--- src/rtl/ej32_pkg.sv ---
// ej32_pkg: opcode encoding, sequencer descriptor type and the opcode descriptor table
// shared by the eJ32 instruction sequencer and its ROM.
package ej32_pkg;

   localparam int LAST_W   = 3;
   localparam int SMASK_W  = 2;
   localparam int BSY_DIV  = 0;
   localparam int BSY_MEM  = 1;
   localparam int MAX_LAST = 5;

   localparam logic [SMASK_W-1:0] SM_NONE = '0;
   localparam logic [SMASK_W-1:0] SM_DIV  = SMASK_W'(1 << BSY_DIV);
   localparam logic [SMASK_W-1:0] SM_MEM  = SMASK_W'(1 << BSY_MEM);

   typedef enum logic [7:0] {
      nop         = 8'h00,
      aconst_null = 8'h01,
      iconst_m1   = 8'h02,
      iconst_0    = 8'h03,
      iconst_1    = 8'h04,
      iconst_2    = 8'h05,
      iconst_3    = 8'h06,
      iconst_4    = 8'h07,
      iconst_5    = 8'h08,
      bipush      = 8'h10,
      sipush      = 8'h11,
      ldi         = 8'h12,
      iaload      = 8'h2e,
      baload      = 8'h33,
      saload      = 8'h35,
      iastore     = 8'h4f,
      pop2        = 8'h58,
      dup_x1      = 8'h5a,
      dup2        = 8'h5c,
      iadd        = 8'h60,
      isub        = 8'h64,
      imul        = 8'h68,
      idiv        = 8'h6c,
      irem        = 8'h70,
      iand        = 8'h7e,
      ior         = 8'h80,
      ixor        = 8'h82,
      iinc        = 8'h84,
      ifeq        = 8'h99,
      ifne        = 8'h9a,
      goto        = 8'ha7,
      jsr         = 8'ha8,
      ret         = 8'ha9,
      jreturn     = 8'hac,
      get         = 8'hba,
      put         = 8'hbb,
      op_err      = 8'hff
   } opcode_t;

   typedef struct packed {
      logic                au;
      logic                br;
      logic                ls;
      logic [LAST_W-1:0]   last;
      logic                step;
      logic [SMASK_W-1:0]  smask;
   } seq_desc_t;

   function automatic seq_desc_t mk_desc(input logic au, input logic br, input logic ls,
                                         input logic [LAST_W-1:0] last, input logic step,
                                         input logic [SMASK_W-1:0] smask);
      mk_desc = '{au: au, br: br, ls: ls, last: last, step: step, smask: smask};
   endfunction

   // op_err is deliberately absent: it is only ever produced by a failed load.
   function automatic logic op_legal(input logic [7:0] b);
      case (b)
         nop, aconst_null, iconst_m1, iconst_0, iconst_1, iconst_2, iconst_3, iconst_4,
         iconst_5, bipush, sipush, ldi, iaload, baload, saload, iastore, pop2, dup_x1,
         dup2, iadd, isub, imul, idiv, irem, iand, ior, ixor, iinc, ifeq, ifne, goto,
         jsr, ret, jreturn, get, put:
            op_legal = 1'b1;
         default:
            op_legal = 1'b0;
      endcase
   endfunction

   function automatic seq_desc_t seq_lookup(input opcode_t code);
      case (code)
         aconst_null, iconst_m1, iconst_0, iconst_1, iconst_2, iconst_3, iconst_4,
         iconst_5, iadd, isub, imul, iand, ior, ixor:
                  seq_lookup = mk_desc(1'b1, 1'b0, 1'b0, 3'd0, 1'b0, SM_NONE);
         idiv, irem:
                  seq_lookup = mk_desc(1'b1, 1'b0, 1'b0, 3'd0, 1'b0, SM_DIV);
         bipush:  seq_lookup = mk_desc(1'b1, 1'b0, 1'b0, 3'd1, 1'b1, SM_NONE);
         sipush:  seq_lookup = mk_desc(1'b1, 1'b0, 1'b0, 3'd2, 1'b1, SM_NONE);
         ldi:     seq_lookup = mk_desc(1'b1, 1'b0, 1'b0, 3'd4, 1'b1, SM_NONE);
         iinc:    seq_lookup = mk_desc(1'b1, 1'b0, 1'b0, 3'd2, 1'b1, SM_NONE);
         pop2:    seq_lookup = mk_desc(1'b1, 1'b0, 1'b0, 3'd1, 1'b0, SM_NONE);
         dup_x1:  seq_lookup = mk_desc(1'b1, 1'b0, 1'b0, 3'd2, 1'b0, SM_NONE);
         dup2:    seq_lookup = mk_desc(1'b1, 1'b0, 1'b0, 3'd3, 1'b0, SM_NONE);
         iaload:  seq_lookup = mk_desc(1'b0, 1'b0, 1'b1, 3'd5, 1'b0, SM_MEM);
         iastore: seq_lookup = mk_desc(1'b0, 1'b0, 1'b1, 3'd5, 1'b0, SM_MEM);
         baload:  seq_lookup = mk_desc(1'b0, 1'b0, 1'b1, 3'd2, 1'b0, SM_MEM);
         saload:  seq_lookup = mk_desc(1'b0, 1'b0, 1'b1, 3'd3, 1'b0, SM_MEM);
         get:     seq_lookup = mk_desc(1'b0, 1'b0, 1'b1, 3'd2, 1'b0, SM_MEM);
         put:     seq_lookup = mk_desc(1'b0, 1'b0, 1'b1, 3'd1, 1'b0, SM_MEM);
         ifeq, ifne, goto, jsr:
                  seq_lookup = mk_desc(1'b0, 1'b1, 1'b0, 3'd2, 1'b1, SM_NONE);
         ret:     seq_lookup = mk_desc(1'b0, 1'b1, 1'b0, 3'd0, 1'b0, SM_NONE);
         jreturn: seq_lookup = mk_desc(1'b0, 1'b1, 1'b0, 3'd1, 1'b0, SM_NONE);
         default: seq_lookup = mk_desc(1'b0, 1'b0, 1'b0, 3'd0, 1'b0, SM_NONE);
      endcase
   endfunction

endpackage

--- src/rtl/ej32_seq_rom.sv ---
// ej32_seq_rom: combinational opcode to sequencer descriptor lookup.
module ej32_seq_rom
   import ej32_pkg::*;
(
   input  opcode_t   code,
   output seq_desc_t desc
);

   always_comb begin
      desc = seq_lookup(code);
   end

endmodule

--- src/rtl/ej32_seq.sv ---
// ej32_seq: table-driven eJ32 instruction sequencer; latches opcodes, steps phases,
// drives AU/BR/LS enables and PC advance, with stall, flush, freeze and illegal-op report.
module ej32_seq
   import ej32_pkg::*;
#(
   parameter int PH_W  = 3,
   parameter int BSY_N = 2,
   parameter int OP_W  = 8
)
(
   input  logic             clk,
   input  logic             rst,
   input  logic             dc_en,
   input  logic             flush,
   input  logic [OP_W-1:0]  data,
   input  logic [BSY_N-1:0] bsy,
   output opcode_t          code,
   output logic [PH_W-1:0]  phase,
   output logic             au_en,
   output logic             br_en,
   output logic             ls_en,
   output logic             p_inc,
   output logic             err
);

   if (MAX_LAST >= (1 << PH_W)) begin : g_ph_w_check
      $error("ej32_seq: PH_W too narrow for the longest descriptor");
   end
   if (OP_W != 8) begin : g_op_w_check
      $error("ej32_seq: opcode_t is a byte, OP_W must be 8");
   end

   opcode_t         code_q, code_d;
   logic [PH_W-1:0] phase_q, phase_d;
   logic            err_q, err_d;
   seq_desc_t       desc;
   logic [PH_W-1:0] last;
   logic            stall;
   logic            at_last;
   logic            run;

   ej32_seq_rom u_rom (
      .code (code_q),
      .desc (desc)
   );

   assign last    = PH_W'(desc.last);
   assign stall   = |(bsy & BSY_N'(desc.smask));
   assign at_last = (phase_q >= last);
   assign run     = !rst && !flush && dc_en;

   always_ff @(posedge clk) begin
      if (rst) begin
         code_q  <= nop;
         phase_q <= '0;
         err_q   <= 1'b0;
      end else begin
         code_q  <= code_d;
         phase_q <= phase_d;
         err_q   <= err_d;
      end
   end

   // Flush overrides freeze and stall; only an unstalled, enabled last phase loads data.
   always_comb begin
      code_d  = code_q;
      phase_d = phase_q;
      err_d   = 1'b0;
      if (flush) begin
         code_d  = nop;
         phase_d = '0;
      end else if (dc_en && !stall) begin
         if (!at_last) begin
            phase_d = phase_q + PH_W'(1);
         end else begin
            phase_d = '0;
            if (op_legal(data)) begin
               code_d = opcode_t'(data);
            end else begin
               code_d = op_err;
               err_d  = 1'b1;
            end
         end
      end
   end

   always_comb begin
      au_en = 1'b0;
      br_en = 1'b0;
      ls_en = 1'b0;
      p_inc = 1'b0;
      if (run) begin
         au_en = desc.au;
         br_en = desc.br;
         ls_en = desc.ls;
         if (!stall) begin
            p_inc = at_last ? 1'b1 : desc.step;
         end
      end
   end

   assign code  = code_q;
   assign phase = phase_q;
   assign err   = err_q;

endmodule

--- config.mk ---
export PLATFORM = sky130hd
export DESIGN_NAME = ej32_seq
export DESIGN_NICKNAME = d
export VERILOG_FILES = /design/src/rtl/ej32_pkg.sv /design/src/rtl/ej32_seq_rom.sv /design/src/rtl/ej32_seq.sv
export SDC_FILE = /design/constraint.sdc
export NUM_CORES = 1
export LEC_CHECK = 0
export ABC_CLOCK_PERIOD_IN_PS = 9150
export CORE_MARGIN = 2
export CORE_UTILIZATION = 48
export CTS_CLUSTER_DIAMETER = 120
export DETAILED_ROUTE_END_ITERATION = 10
export PLACE_DENSITY = 0.73
export SYNTH_ARGS = -nofsm -noshare
export SYNTH_HDL_FRONTEND = slang
export SYNTH_SLANG_ARGS = --single-unit
--- constraint.sdc ---
create_clock -name clk -period 9.15 [get_ports clk]
set_input_delay 1.83 -clock clk [delete_from_list [all_inputs] [get_ports clk]]
set_output_delay 1.83 -clock clk [all_outputs]
set_load 0.01 [all_outputs]
# Word-level counts from Yosys, hierarchy flattened
# Index checks and enable logic that the tools add are counted.
dict set report classes {
  n_mul 0
  n_bitwise 3
  shifts 0
  n_div 0
  eq_ne 70
  muxes 14
  magnitude_cmp 1
  reduce_logical 18
  addsub 1
}
# operator n
set op_table {}
lappend op_table {{8-bit equality test, second input constant} 22}
lappend op_table {{8-bit by 7-bit equality test with 1-bit output, second input constant} 20}
lappend op_table {{9-bit one-hot mux with 15 select lines} 1}
lappend op_table {{8-bit by 3-bit equality test with 1-bit output, second input constant} 8}
lappend op_table {{8-bit by 5-bit equality test with 1-bit output, second input constant} 6}
lappend op_table {{8-bit by 6-bit equality test with 1-bit output, second input constant} 6}
lappend op_table {{36-bit OR reduction} 1}
lappend op_table {{8-bit by 2-bit equality test with 1-bit output, second input constant} 4}
lappend op_table {{8-bit by 1-bit equality test with 1-bit output, second input constant} 2}
lappend op_table {{8-bit by 4-bit equality test with 1-bit output, second input constant} 2}
lappend op_table {{14-bit OR reduction} 1}
lappend op_table {{2-bit OR reduction} 6}
lappend op_table {{1-bit two-way mux} 11}
lappend op_table {{8-bit zero test} 1}
lappend op_table {{8-bit two-way mux} 1}
lappend op_table {{4-bit OR reduction} 2}
lappend op_table {{3-bit by 1-bit adder with 3-bit output, second input constant} 1}
lappend op_table {{3-bit >= comparator} 1}
lappend op_table {{1-bit logical AND} 3}
lappend op_table {{1-bit zero test} 3}
lappend op_table {{3-bit two-way mux} 1}
lappend op_table {{2-bit AND} 1}
lappend op_table {{1-bit NOT} 2}
lappend op_table {{2-bit AND reduction} 1}
dict set report totals {
  reg_bits 12
  ramBits 0
  out_inout_bits 16
  n_memories 0
  in_bits 14
  wordCells 110
  romBits 0
  latchBits 0
}

# Logic depth before layout (Yosys ltp)
dict set report logic_depth {
  word_depth 10
  mapped_depth 14
  mapped_depth_nobuf 12
}

# By module
# Synthesis repeated with hierarchy kept, for this count alone.
dict set report unflattened {
  hier_cells 210
  area_unflattened_um2 1717.9
}
# mod n_inst seq_area_each_um2 cells_per_inst area_each_um2
set modules_own_cells {}
lappend modules_own_cells {ej32_seq 1 240.2 123 1144.8}
lappend modules_own_cells {ej32_seq_rom 1 0.0 87 573.0}

# Worst setup path before layout
# No wires, ideal clock.
dict set report synth_path {
  path_type {input to output}
  from {input bsy[0]}
  to {output p_inc}
  stages 5
  n_path_buf 0
  path_slack_ns 4.738
  arrival_time_ns 2.582
  t_required_ns 7.320
  path_cell_list {and2_1 o2111ai_1 o211ai_1 a21o_1 nor2_1}
}
dict set report synth_via {
  elab_chain_len 4
}
# item line_no
set synth_rtl {}
lappend synth_rtl {{start: declaration} ej32_seq.sv:16} ;# input logic [BSY_N-1:0] bsy,
lappend synth_rtl {{2-bit AND} ej32_seq.sv:48} ;# assign stall = |(bsy & BSY_N'(desc.smask));
lappend synth_rtl {{2-bit OR reduction} ej32_seq.sv:48}
lappend synth_rtl {{1-bit two-way mux} ej32_seq.sv:96} ;# if (!stall) begin
lappend synth_rtl {{1-bit two-way mux} ej32_seq.sv:92} ;# if (run) begin
lappend synth_rtl {{end: declaration} ej32_seq.sv:22} ;# output logic p_inc,
# Every way passes these cells.

# Worst setup path in the final report
dict set report layout_path {
  from {input flush}
  to {output br_en}
}
dict set report layout_via {
  elab_chain_len 4
}
# item line_no
set layout_rtl {}
lappend layout_rtl {{start: declaration} ej32_seq.sv:14} ;# input logic flush,
lappend layout_rtl {{1-bit zero test} ej32_seq.sv:50} ;# assign run = !rst && !flush && dc_en;
lappend layout_rtl {{1-bit logical AND (2 in series)} ej32_seq.sv:50}
lappend layout_rtl {{1-bit two-way mux} ej32_seq.sv:92}
lappend layout_rtl {{end: declaration} ej32_seq.sv:20} ;# output logic br_en,
# Every way passes these cells.

==> flow_summary.html <==
<table>
<tr><th>Metric</th><th>Value</th></tr>
<tr><th colspan="2">Synth</th></tr>
<tr><td>Post-synthesis instance area</td><td>1550 sq um</td></tr>
<tr><td>Synthesized netlist cell count</td><td>199</td></tr>
<tr><td>Syn Nets</td><td>217</td></tr>
<tr><td>Mean instance size in the synthesized netlist</td><td>7.81 sq um</td></tr>
<tr><td>Yosys warning count</td><td>0</td></tr>
<tr><td>Main synth FF type</td><td>sky130_fd_sc_hd__dfxtp_1</td></tr>
<tr><td>Top area cells in the synthesized netlist</td><td>sky130_fd_sc_hd__dfxtp_1 15%, sky130_fd_sc_hd__o311a_1 5.2%, sky130_fd_sc_hd__nor2_1 4.1%</td></tr>
<tr><td>Cell taking the most area after synthesis</td><td>sky130_fd_sc_hd__dfxtp_1</td></tr>
<tr><td>Count leader, synth</td><td>sky130_fd_sc_hd__nor2_1</td></tr>
<tr><td>Fraction of synthesized cell area taken by the top area cell type</td><td>approximately 15%</td></tr>
<tr><td>Register bit count reported by yosys</td><td>12</td></tr>
<tr><td>Top post-synthesis cells by count</td><td>17 x sky130_fd_sc_hd__nor2_1, 14 x sky130_fd_sc_hd__nand2_1, 12 x sky130_fd_sc_hd__dfxtp_1</td></tr>
<tr><td>Fraction of synthesis flops using an asynchronous set or reset pin</td><td>0%</td></tr>
<tr><td>Unique cell type count in the Yosys netlist</td><td>between 60 and 70</td></tr>
<tr><td>Share of synthesized area occupied by flip-flops and latches</td><td>between 15 and 20%</td></tr>
<tr><td>Number of synthesized flops with an enable pin</td><td>0</td></tr>
<tr><th colspan="2">Finish</th></tr>
<tr><td>Layout cell share with drive strength beyond 1</td><td>under 10%</td></tr>
<tr><td>Area overhead of the layout relative to synthesis</td><td>15.1%</td></tr>
<tr><td>Non-filler instance count after layout</td><td>255</td></tr>
<tr><td>Total area of multi-input combinational cells</td><td>around 1200 sq um</td></tr>
<tr><td>Area occupied by registers</td><td>240 sq um</td></tr>
<tr><td>End-of-flow core utilization</td><td>between 50% and 60%</td></tr>
<tr><td>Area of all placed cells without fillers</td><td>1790 sq um</td></tr>
<tr><td>Number of nets in the final layout</td><td>230</td></tr>
<tr><td>Number of diodes</td><td>0</td></tr>
<tr><td>Number of fillers in the final layout</td><td>315</td></tr>
<tr><th colspan="2">Place</th></tr>
<tr><td>Dpl cell area</td><td>about 1800 sq um</td></tr>
<tr><td>Post-Place Cells</td><td>251</td></tr>
<tr><td>Sum of net half-perimeters after detailed placement</td><td>2770 um</td></tr>
<tr><td>Port Buffers</td><td>29</td></tr>
<tr><td>Final Wtd Congestion</td><td>0.847</td></tr>
<tr><th colspan="2">GRT</th></tr>
<tr><td>Met2 demand-to-capacity share in global routing</td><td>a little under two fifths</td></tr>
<tr><td>Overflow after GRT</td><td>0</td></tr>
<tr><td>Number of antenna violations at the first check in global routing</td><td>0</td></tr>
<tr><td>Vias in the first global route</td><td>1405</td></tr>
<tr><td>All-Layer GR Usage</td><td>a little over a fifth</td></tr>
<tr><td>Maximum number of pins on one net before global-route repair</td><td>23</td></tr>
<tr><td>Met1 track demand over resource</td><td>just under 30%</td></tr>
<tr><td>Top Usage Layer GRT</td><td>met2</td></tr>
<tr><td>Wire length of the first global-routing pass</td><td>around 6300 um</td></tr>
<tr><td>Met3 Usage GRT</td><td>between 1.5 and 2%</td></tr>
<tr><th colspan="2">Clock tree</th></tr>
<tr><td>TritonCTS clock tree</td><td>yes</td></tr>
<tr><td>Clock root buffer</td><td>sky130_fd_sc_hd__clkbuf_4</td></tr>
<tr><td>Post-CTS Resized</td><td>0</td></tr>
<tr><td>CTS H-tree depth</td><td>1</td></tr>
<tr><td>Clk pin slew, worst setup/hold paths</td><td>80 ps</td></tr>
<tr><td>Number of buffers on the longest clock path</td><td>2</td></tr>
<tr><td>Count of hold buffers inserted by post-cts repair</td><td>0</td></tr>
<tr><td>CTS sink count</td><td>12</td></tr>
<tr><td>Clock insertion delay at the later pin of the skew report</td><td>around 280 ps</td></tr>
<tr><td>Number of CTS-inserted buffers</td><td>3</td></tr>
<tr><td>Post-CTS setup buffer count</td><td>0</td></tr>
<tr><th colspan="2">Critical path</th></tr>
<tr><td>Cell Chain, Critical Path</td><td>clkdlybuf4s50_1 -&gt; nor2_1 -&gt; nand2_1 -&gt; a211oi_1 -&gt; clkdlybuf4s50_1</td></tr>
<tr><td>Worst Path Max Fanout</td><td>13</td></tr>
<tr><td>Required time at the worst-slack endpoint</td><td>~7300 ps</td></tr>
<tr><td>Crit path DAT</td><td>4040 ps</td></tr>
<tr><td>Type of the worst setup path</td><td>primary input to output port</td></tr>
<tr><td>Category of the worst setup path launch point</td><td>primary input</td></tr>
<tr><td>Worst path most repeated cell</td><td>sky130_fd_sc_hd__clkdlybuf4s50_1</td></tr>
<tr><td>Crit path max-delay cell type</td><td>sky130_fd_sc_hd__nor2_1</td></tr>
<tr><td>Kind of end point of the critical path</td><td>output port</td></tr>
<tr><td>Crit-path max cell delay</td><td>roughly 650 ps</td></tr>
<tr><th colspan="2">Timing</th></tr>
<tr><td>Highest clock rate</td><td>0.170 GHz</td></tr>
<tr><td>Post-route setup TNS</td><td>0 ps</td></tr>
<tr><td>Normalized max-slew margin</td><td>between 40% and 50%</td></tr>
<tr><td>Number of max-slew violations in the final report</td><td>0</td></tr>
<tr><td>Portion of the clock cycle consumed by the worst path in the final layout</td><td>64.2%</td></tr>
<tr><td>Setup repair after global routing missed its margin</td><td>false</td></tr>
<tr><td>Largest clock skew in the final design</td><td>4.42 ps</td></tr>
<tr><td>Final Hold Vio Count</td><td>0</td></tr>
<tr><td>Shortest clock period the worst path allows after layout</td><td>roughly 6000 ps</td></tr>
<tr><td>Transition time of the tightest slew-check pin</td><td>approximately 800 ps</td></tr>
<tr><td>Total of endpoints with negative setup slack in the final report</td><td>0</td></tr>
<tr><th colspan="2">Drt</th></tr>
<tr><td>Via-to-Cell Ratio</td><td>6.16</td></tr>
<tr><td>Antenna violation net count after detailed routing</td><td>0</td></tr>
<tr><td>Via count</td><td>1572</td></tr>
<tr><td>Average routed wire per standard cell</td><td>roughly 15 um</td></tr>
<tr><td>Detailed-route DRC error count</td><td>0</td></tr>
<tr><td>TritonRoute pass-1 iters</td><td>4</td></tr>
<tr><td>Violation count after the first detailed-routing iteration</td><td>107</td></tr>
<tr><td>Detailed Route WL</td><td>between 3000 and 4000 um</td></tr>
<tr><th colspan="2">Floorplan</th></tr>
<tr><td>Cell Rows</td><td>20</td></tr>
<tr><td>Horiz. Die Dim</td><td>~61 um</td></tr>
<tr><td>Initial core utilization</td><td>approximately half</td></tr>
<tr><td>Die Ht</td><td>60.9 um</td></tr>
<tr><td>Total core area</td><td>approximately 3100 sq um</td></tr>
<tr><td>Area enclosed by the die boundary</td><td>3710 sq um</td></tr>
<tr><td>Total I/O pin count</td><td>30</td></tr>
<tr><th colspan="2">Run</th></tr>
<tr><td>Number of max-cap violations</td><td>0</td></tr>
<tr><th colspan="2">Power</th></tr>
<tr><td>P per Cell Area</td><td>around 89 nW/um^2</td></tr>
<tr><td>Total Power Consumption</td><td>roughly 0.00016 W</td></tr>
<tr><td>Leakage power summed over all cells</td><td>between 0.6 and 0.7 nW</td></tr>
<tr><td>Max VDD drop</td><td>0.0000702 V</td></tr>
<tr><th colspan="2">Hold path</th></tr>
<tr><td>Tightest Hold Check Type</td><td>flip-flop to flip-flop</td></tr>
<tr><th colspan="2">Outcome</th></tr>
<tr><td>Status</td><td>complete, no violations</td></tr>
</table>
## sequential cells by signal, indices dropped and copies added, names as in the netlist
| register | flops |
|---|---|
| code | 8 |
| err | 1 |
| phase | 3 |
## routing by layer
| layer | share of wire (%) | vias up |
|---|---|---|
| met2 | 49 | 45 |
| met3 | 4.5 | 4 |
| met1 | 45 | 735 |
| met4 | 1.2 | 0 |
| li1 | - | 788 |
| met5 | 0 | - |
## kinds of logic after synthesis
logic type,count (synthesis),share of synthesized area [%]
and+or+nand+nor,103,43.8
adders and majority gates,4,3.22
DFF,12,15.5
muxes,1,0.644
AOI/OAI and AO/OA,52,25.3
xor gates and xnor gates,2,1.13
buffers and inverters,25,10.5
## where the power goes
part           switching (W)  internal [W]  total (W)
Sequential        0.00000948     0.0000545  0.0000640
Combinational      0.0000255     0.0000262  0.0000517
Clock              0.0000184     0.0000242  0.0000426
Total              0.0000533      0.000105   0.000158
## per-stage QoR
| stage | setup WS [ps] | hold WS, ps |
|---|---|---|
| final | 3280 | 521 |
| after global routing | 3100 | 569 |
| after CTS | 3270 | 527 |
| after detailed placement | 3270 | 517 |
| after global placement | 3390 | 512 |
| after floorplan | 4740 | 515 |
## cells in the final DEF (no fill, tap or decap), types with 4 or more instances in the layout
cell / netlist / final
sky130_fd_sc_hd__a21oi_1: 8 / 8
sky130_fd_sc_hd__a31oi_1: 6 / 6
sky130_fd_sc_hd__clkdlybuf4s50_1: 0 / 29
sky130_fd_sc_hd__dfxtp_1: 12 / 12
sky130_fd_sc_hd__ha_1: 4 / 4
sky130_fd_sc_hd__inv_1: 4 / 4
sky130_fd_sc_hd__nand2_1: 14 / 14
sky130_fd_sc_hd__nand2b_1: 5 / 5
sky130_fd_sc_hd__nand3_1: 6 / 6
sky130_fd_sc_hd__nor2_1: 17 / 17
sky130_fd_sc_hd__nor2b_1: 5 / 5
sky130_fd_sc_hd__nor3_1: 10 / 10
sky130_fd_sc_hd__nor4b_1: 4 / 4
sky130_fd_sc_hd__o21ai_0: 4 / 4
sky130_fd_sc_hd__o311a_1: 8 / 8
sky130_fd_sc_hd__o31ai_1: 4 / 4
sky130_fd_sc_hd__or2b_1: 4 / 4
## critical path: cells and delay by family
kind,cells,cell delay (ps)
AO/OA/AOI/OAI,1,300
buffers and inverters,2,1060
AND/OR/NAND/NOR,2,840
## path summary, 6_finish.rpt
path / depth (start not counted) / startpoint / slack (ps) / end
worst max-delay path: 5 / flush / 3280 / br_en
worst min-delay path: 2 / phase[0] / 520 / phase[0]
worst max register to register: 11 / code[2] / 5560 / code[2]
worst min register to register: 2 / phase[0] / 520 / phase[0]
## cell type report
cell class	instances	share of cell area (%)
Clock buffer	4	2.03
Inverter	4	0.840
Multi-Input combinational cell	162	64.4
Sequential cell	12	13.4
Tap cell	44	3.08
Timing Repair Buffer	29	16.2
(Power assumes the default switching activity.)
